--- config.mk ---
export PLATFORM = sky130hd
export DESIGN_NAME = hs_df
export DESIGN_NICKNAME = d
export VERILOG_FILES = /design/src/rtl/hs_df.sv
export SDC_FILE = /design/constraint.sdc
export NUM_CORES = 1
export LEC_CHECK = 0
export CAP_MARGIN = 15
export CORE_MARGIN = 10
export CORE_UTILIZATION = 42
export DETAILED_ROUTE_END_ITERATION = 8
export GPL_ROUTABILITY_DRIVEN = 1
export HOLD_SLACK_MARGIN = 0.15
export PLACE_DENSITY_LB_ADDON = 0.3
export SETUP_SLACK_MARGIN = 0.05
export SLEW_MARGIN = 20
export SYNTH_ARGS = -nofsm -noshare
export SYNTH_HDL_FRONTEND = slang
export SYNTH_SLANG_ARGS = --single-unit
export TNS_END_PERCENT = 1
--- constraint.sdc ---
create_clock -name clk -period 1.6 [get_ports clk]
set_input_delay 0.24 -clock clk [delete_from_list [all_inputs] [get_ports clk]]
set_output_delay 0.24 -clock clk [all_outputs]
set_load 0.01 [all_outputs]
--- src/rtl/hs_df.sv ---
// rtl/hs_df.sv - per-lane half subtractor with registered copy and saturating borrow counter
module hs_df #(
  parameter int WIDTH = 1,
  parameter int CNT_W = 8
) (
  input  logic             clk,
  input  logic             rst_n,
  input  logic [WIDTH-1:0] x,
  input  logic [WIDTH-1:0] y,
  input  logic             in_valid,
  input  logic             cnt_clr,
  output logic [WIDTH-1:0] s,
  output logic [WIDTH-1:0] B,
  output logic [WIDTH-1:0] s_q,
  output logic [WIDTH-1:0] b_q,
  output logic             out_valid,
  output logic [CNT_W-1:0] borrow_cnt
);

  localparam logic [CNT_W-1:0] CNT_MAX = '1;

  // Lanes are bitwise and never chain a borrow into a neighbour.
  assign s = x ^ y;
  assign B = ~x & y;

  logic any_borrow;
  assign any_borrow = |B;

  always_ff @(posedge clk or negedge rst_n) begin
    if (!rst_n) begin
      s_q        <= '0;
      b_q        <= '0;
      out_valid  <= 1'b0;
      borrow_cnt <= '0;
    end else begin
      out_valid <= in_valid;
      if (in_valid) begin
        s_q <= s;
        b_q <= B;
      end
      // Clear wins over a coincident borrow sample; counter sticks at its maximum.
      if (cnt_clr) begin
        borrow_cnt <= '0;
      end else if (in_valid && any_borrow && (borrow_cnt != CNT_MAX)) begin
        borrow_cnt <= borrow_cnt + 1'b1;
      end
    end
  end

endmodule

## Word-level counts from Yosys, hierarchy flattened

Cells that the tools add are included.

| storage, ports and cells | value |
|---|---|
| logic and storage cells | 14 |
| input bits | 6 |
| register bits after elaboration | 11 |

| operators by class | value |
|---|---|
| equality and inequality tests | 1 |
| bitwise gates (word level) | 3 |
| $add $sub $neg | 1 |
| mux-type cells | 2 |
| reduce and logical (&&, ||, !) cells | 3 |

Operators with widths:

| cell | count |
|---|---|
| 8-bit 2-to-1 mux | 2 |
| 8-bit by 1-bit adder with 8-bit output, second input constant | 1 |
| 8-bit != test, second input constant | 1 |
| 1-bit logical AND | 2 |
| 2-bit nonzero test | 1 |
| 1-bit AND | 1 |
| 1-bit NOT | 1 |
| 1-bit bitwise XOR | 1 |

## Logic depth before layout (Yosys ltp)

Gate-level depths: netlist of run 1.

| logic depth | value |
|---|---|
| depth after elaboration | 6 |
| depth in mapped cells | 6 |
| gate-level depth less buffers | 6 |

## Least setup slack after synthesis of run 1

OpenSTA, ideal clock, no wires.

| timing | value |
|---|---|
| path kind | register -> register |
| from | register borrow_cnt[0] |
| to | register borrow_cnt[5] |
| clock period less this slack | 1.492 ns |
| cell stages (with the launch flop) | 6 |
| path slack | 0.108 ns |
| data arrival time | 1.414 ns |
| path through | dfrtp_1 > ha_1 > nand3_1 > nor2_1 > or4_1 > a21oi_1 |

| on the way | value |
|---|---|
| longest elaborated chain between the ends | 3 |
| elaborated cells between the ends (all ways) | 6 |
| classes of those cells | 1 x add/sub; 1 x eq/ne; 2 x mux; 2 x reduce/logical |

RTL lines:

| item | line | RTL |
|---|---|---|
| start: declaration | 17 | `output logic [CNT_W-1:0] borrow_cnt` |
| start signal: assignment | 45 | `borrow_cnt <= borrow_cnt + 1'b1;` |
| 8-bit by 1-bit adder with 8-bit output or 8-bit != test (tied branches) | 45, 44 |  |
| 8-bit 2-to-1 mux or 1-bit logical AND (tied branches) | 44 | `end else if (in_valid && any_borrow && (borrow_cnt != CNT_MAX)) begin` |
| 8-bit 2-to-1 mux or 2-bit nonzero test (tied branches) | -- |  |

Several ways; a longest one is shown, not always the timed one. The select of a mux whose other input is x is not followed.
A chain may end at the register's enable or synchronous reset.

## Final worst setup path of run 1

| timing | value |
|---|---|
| from | register borrow_cnt[7] |
| to | output borrow_cnt[7] |

No word-level cell between the ends.

==> impl_metrics.csv, run 1 <==
group,metric,value,unit
place,hpwl,1.06,mm
worst_setup_path,arrival,1250,ps
die,die_y,56.0,um
worst_setup_path,regToRegStartpoint,"borrow_cnt[1]$_DFFE_PN0P_",
power,p_int,0.429,mW
clocking,clk_pin_slew_worst_paths,70,ps
worst_setup_path,crit_start,"borrow_cnt[7]$_DFFE_PN0P_",
worst_setup_path,critPathBufInv,1,
yosys,synth_largest_area_cell,"dfrtp_1",
power,p_leak,0.379,nW
grt,grt_pass1_vias,533,
sta,hold_viol_final,0,
yosys,postSynthAreaPerCell,9.57,sq um
clocking,clk_path_buf_depth,2,
clocking,hold_buffers,0,
power,peakVddDrop,0.000630,V
clocking,root_buffer,"clkbuf_4",
yosys,mappedNetlistArea,546,sq um
place,port_buffers,18,
sta,tightest_slew,519,ps
clocking,cts_tree,"done",
flow_run,maxCapViolations,0,
final_layout,antenna_cells,0,
final_layout,stdcell_area,822,sq um
worst_setup_path,cp_max_fo,7,
final_layout,n_fill_cell,92,
worst_setup_path,cp-endpoint,"borrow_cnt[7]",
sta,timing.fmax,0.670,GHz
worst_setup_path,path_cells,"clkdlybuf4s50_1",
power,p_seq_frac,0.520,
yosys,yosysUniqueCellTypes,23,
route,drt-total-wl,1.38,mm
final_layout,nets,93,
sta,relSlewSlack,0.653,
worst_setup_path,cp_top_family,"buffers and inverters",
yosys,synth_cells,57,
sta,finClkSkew,4.21,ps
grt,overflow,0,
die,io_pins,19,
die,initial_core_util,0.466,
yosys,synth.mux.area_fraction,0.0596,
grt,antenna_found_initial,0,
grt,gr-usage-all-layers,0.0954,
yosys,synth_nets,65,
power,switching_share,0.236,
grt,grt_start_max_net_pins,12,
final_layout,layout_commonest_cell,"clkdlybuf4s50_1",
route,wl_per_cell,14.1,um
worst_setup_path,r2r-end,"borrow_cnt[5]$_DFFE_PN0P_",
grt,grt_pass1_wl,2.46,mm
worst_setup_path,ff2ff_path_depth,5,
yosys,synth_xor_area_frac,0.0161,
route,num_vias,512,
sta,rsz0062_at_grt,"true",
worst_setup_path,rrSetupSlack,110,ps
worst_setup_path,crit_type,"flip-flop to output pin",
sta,finalSetupTns,0,ps
place,gp_congestion,0.749,
yosys,synth_area_leaders,"dfrtp_1 50%, nor2_1 4.8%, ha_1 4.6%",
final_layout,stdcell_count,98,
power,power.total,0.561,mW
die,rows,12,
die,die_area,3140,sq um
power,power_switching,0.132,mW
place,place_area,785,sq um
clocking,cts_buffers,3,
sta,min_period,1490,ps
yosys,synth_top_family_by_area,"simple AND/OR/NAND/NOR gates",
die,core,1170,sq um
min_path,hold_path_class,"input pin to async pin",
worst_setup_path,crit_path_max_incr_delay,560,ps
outcome,status,"completed",
power,powerDensity,683,nW/um^2
yosys,synth_compound_area_frac,0.106,
worst_setup_path,start_kind,"flip-flop",
route,drtPass1Iterations,4,
power,clockPowerShare,0.338,
route,drtIter0Drc,15,
sta,drv_slew,0,
route,drc,0,
worst_setup_path,cp.depth,1,
worst_setup_path,end_kind,"output pin",
die,die_w,56.0,um
yosys,synth-simple-area-share,0.234,
place,placedCellCount,94,
final_layout,areaGrowthSynthToFinish,50.7,%
clocking,clock_latency,270,ps
worst_setup_path,required,1360,ps
clocking,h-tree-depth,1,
final_layout,drive_gt1_frac,0.226,
yosys,yosysSeqAreaShare,0.505,
yosys,ys_warn_count,0,
route,antenna_left,0,
clocking,cts_sinks,11,
yosys,synth_adder_area_share,0.0459,
yosys,synth-seq-cells,11,
yosys,yosys.area.top_type_share,0.505,
sta,min_period_over_period,0.933,
sta,finalSetupViolCount,0,
final_layout,mostFrequentLayoutCells,"14 x clkdlybuf4s50_1, 8 x dfrtp_1, 7 x nor2_1",
power,p_comb_frac,0.143,
worst_setup_path,critPathSlowestCell,"clkdlybuf4s50_1",
route,viasPerCell,5.22,
[power groups by stage]
stage | sequential [mW] | combinational [mW] | clock [mW]
after global routing | 0.293 | 0.0860 | 0.215
final | 0.292 | 0.0801 | 0.189
after detailed placement | 0.297 | 0.0851 | 0
after CTS | 0.292 | 0.0826 | 0.197
after floorplan | 0.302 | 0.0224 | 0
after global placement | 0.296 | 0.0837 | 0
[metrics by stage]
step | worst slack [ps] | utilization | hold WS, ps
finish | 107 | 0.702 | 313
global route | 11.1 | 0.702 | 318
CTS | 18.8 | 0.690 | 317
detailed placement | -251 | 0.670 | 500
global placement | -219 | 0.670 | 491
floorplan | 108 | - | -55.6
[kinds of logic after synthesis]
logic type,Yosys count
AOI/OAI and AO/OA,10
muxes,3
and+or+nand+nor,25
buffers and inverters,5
xor gates and xnor gates,1
adders and majority gates,2
DFF,11
[timing repair]
action                                  CTS  global route
buffers inserted                          0             0
endpoints found under the setup margin    2            10
resized for setup                         2            10
pin swaps                                 0             2
[layer usage]
metal	vias up	part of all wire	GRT usage
met5	-	0	0
met4	0	0.012	0.0307
met3	4	0.098	0.0592
met2	18	0.49	0.153
met1	230	0.40	0.100
li1	260	-	-
[cell type report]
| cell class | instances | area (sq um) | share of cell area |
|---|---|---|---|
| Sequential cell | 11 | 279 | 0.339 |
| Tap cell | 14 | 17.5 | 0.0213 |
| Clock buffer | 4 | 26.3 | 0.0320 |
| Multi-Input combinational cell | 41 | 260 | 0.317 |
| Inverter | 4 | 15.0 | 0.0183 |
| Timing Repair Buffer | 24 | 224 | 0.272 |
[how the worst min path moves through the flow]
stage	end	cells past startpoint	start
finish	borrow_cnt[5]$_DFFE_PN0P_	1	rst_n
detailed placement	s_q$_DFFE_PN0P_	1	s_q$_DFFE_PN0P_
global placement	b_q$_DFFE_PN0P_	1	b_q$_DFFE_PN0P_
global route	borrow_cnt[0]$_DFFE_PN0P_	1	rst_n
CTS	borrow_cnt[4]$_DFFE_PN0P_	1	rst_n
floorplan	b_q$_DFFE_PN0P_	0	rst_n
[flip-flops by register name, summed over array words and instances (netlist names)]
signal / cells
borrow_cnt: 8
b_q: 1
out_valid: 1
s_q: 1
[cell usage after synthesis]
cell and n:
a21oi_1 4, a31oi_1 2, and2_4 1, and3_1 1
buf_1 1, dfrtp_1 11, ha_1 2, inv_1 4
mux2_2 2, mux2i_1 1, nand2_1 4, nand2_2 1
nand3_1 2, nand4_1 2, nor2_1 7, nor3_1 4
nor4b_1 1, o21ai_0 2, o21bai_1 1, o31ai_1 1
or3_1 1, or4_1 1, xor2_1 1
Note: power is estimated with default switching activity, not from simulation.
==> run 2: changes to the inputs <==
CORE_UTILIZATION = 25   (was 42)
SLEW_MARGIN = 10   (was 20)
==> impl_metrics.csv, run 2 (same netlist as run 1, synthesis figures left out) <==
group,metric,value,unit
outcome,status,"completed",
die,core,2020,sq um
worst_setup_path,r2r-end,"borrow_cnt[5]$_DFFE_PN0P_",
clocking,cts_tree,"done",
worst_setup_path,arrival,1290,ps
route,antenna_left,0,
sta,finalSetupViolCount,0,
final_layout,antenna_cells,0,
worst_setup_path,critPathSlowestCell,"clkdlybuf4s50_1",
sta,relSlewSlack,0.670,
place,place_area,793,sq um
sta,timing.fmax,0.655,GHz
grt,grt_pass1_wl,2.44,mm
worst_setup_path,end_kind,"output pin",
place,gp_congestion,0.706,
die,rows,16,
clocking,root_buffer,"clkbuf_4",
clocking,hold_buffers,0,
sta,drv_slew,0,
place,port_buffers,18,
grt,gr-usage-all-layers,0.0713,
sta,rsz0062_at_grt,"true",
clocking,clk_pin_slew_worst_paths,70,ps
worst_setup_path,regToRegStartpoint,"borrow_cnt[1]$_DFFE_PN0P_",
worst_setup_path,crit_path_max_incr_delay,450,ps
route,drtPass1Iterations,4,
clocking,clk_path_buf_depth,2,
route,drt-total-wl,1.35,mm
place,hpwl,1.07,mm
clocking,h-tree-depth,1,
final_layout,largest_reg_flops,8,
grt,grt_start_max_net_pins,12,
worst_setup_path,crit_type,"input pin to output pin",
power,peakVddDrop,0.000397,V
die,die_w,66.7,um
clocking,cts_buffers,3,
die,io_pins,19,
die,die_y,66.7,um
final_layout,drive_gt1_frac,0.181,
sta,finClkSkew,0.350,ps
worst_setup_path,ff2ff_path_depth,5,
route,drc,0,
worst_setup_path,crit_start,"x",
route,viasPerCell,4.62,
clocking,clock_latency,270,ps
final_layout,mostFrequentLayoutCells,"15 x clkdlybuf4s50_1, 10 x dfrtp_1, 7 x nor2_1",
final_layout,stdcell_area,826,sq um
final_layout,regMostFlops,"borrow_cnt",
power,p_leak,0.364,nW
sta,tightest_slew,494,ps
final_layout,fin_util,0.408,
flow_run,maxCapViolations,0,
worst_setup_path,start_kind,"input pin",
clocking,cts_sinks,11,
grt,grt_pass1_vias,551,
worst_setup_path,required,1360,ps
final_layout,n_fill_cell,201,
final_layout,nets,92,
final_layout,areaGrowthSynthToFinish,51.4,%
worst_setup_path,rrSetupSlack,120,ps
grt,antenna_found_initial,0,
sta,hold_viol_final,0,
route,drtIter0Drc,9,
route,wl_per_cell,12.3,um
sta,finalSetupTns,0,ps
worst_setup_path,cp_max_fo,2,
route,num_vias,508,
die,initial_core_util,0.270,
grt,overflow,0,
final_layout,layout_commonest_cell,"clkdlybuf4s50_1",
sta,min_period,1530,ps
worst_setup_path,cp-endpoint,"s",
worst_setup_path,crit_path_frequent_cell,"inv_1",
die,die_area,4450,sq um
worst_setup_path,path_cells,"clkdlybuf4s50_1, inv_1, ha_1, inv_1, clkdlybuf4s15_1",
min_path,hold_path_class,"input pin to async pin",
power,powerDensity,684,nW/um^2
power,power.total,0.565,mW
sta,min_period_over_period,0.954,
-- run 2: per-layer routing --
metal | vias up | routed length, um | track usage
met1 | 233 | 524 | 0.0701
met3 | 4 | 104 | 0.0301
met4 | 0 | 42 | 0.0550
li1 | 258 | - | -
met5 | - | 0 | 0
met2 | 13 | 678 | 0.116
-- run 2: timing repair --
item	in CTS	in global routing
endpoints found under the hold margin	0	0
buffers inserted	0	0
setup endpoints to repair	3	8
gates resized for setup	2	4
-- run 2: worst min path at each step --
stage	slack, ps	depth (start not counted)	to	startpoint
2_1_floorplan	-60	0	b_q$_DFFE_PN0P_	rst_n
3_3_place_gp	500	1	s_q$_DFFE_PN0P_	s_q$_DFFE_PN0P_
3_5_place_dp	500	1	s_q$_DFFE_PN0P_	s_q$_DFFE_PN0P_
4_1_cts	310	1	borrow_cnt[7]$_DFFE_PN0P_	rst_n
5_1_grt	340	1	borrow_cnt[6]$_DFFE_PN0P_	rst_n
6_report	300	1	borrow_cnt[6]$_DFFE_PN0P_	rst_n
-- run 2: metrics by stage --
step                setup slack, ps  hold WS (ps)  std cells
finish                         73.3           295        110
global placement               -222           497        106
detailed placement             -244           502        106
floorplan                       108         -55.6         57
global route                   8.52           340        110
CTS                            28.5           312        110
-- run 2: power by group --
part	internal, mW	leakage, nW	switching (mW)
Sequential	0.287	0.146	0.00443
Combinational	0.0471	0.200	0.0333
Clock	0.0927	0.0177	0.101
-- run 2: cell type report --
cell class	count	area, sq um	share of cell area
Sequential cell	11	277	0.335
Multi-Input combinational cell	41	254	0.308
Timing Repair Buffer	23	219	0.265
Tap cell	27	33.8	0.0409
Clock buffer	3	22.5	0.0273
Inverter	4	15.0	0.0182
Clock inverter	1	5.00	0.00606
-- run 2: critical path: cells and delay by family --
kind | cells | cell delay (ps)
buf+inv | 4 | 790
fa+ha+maj | 1 | 260
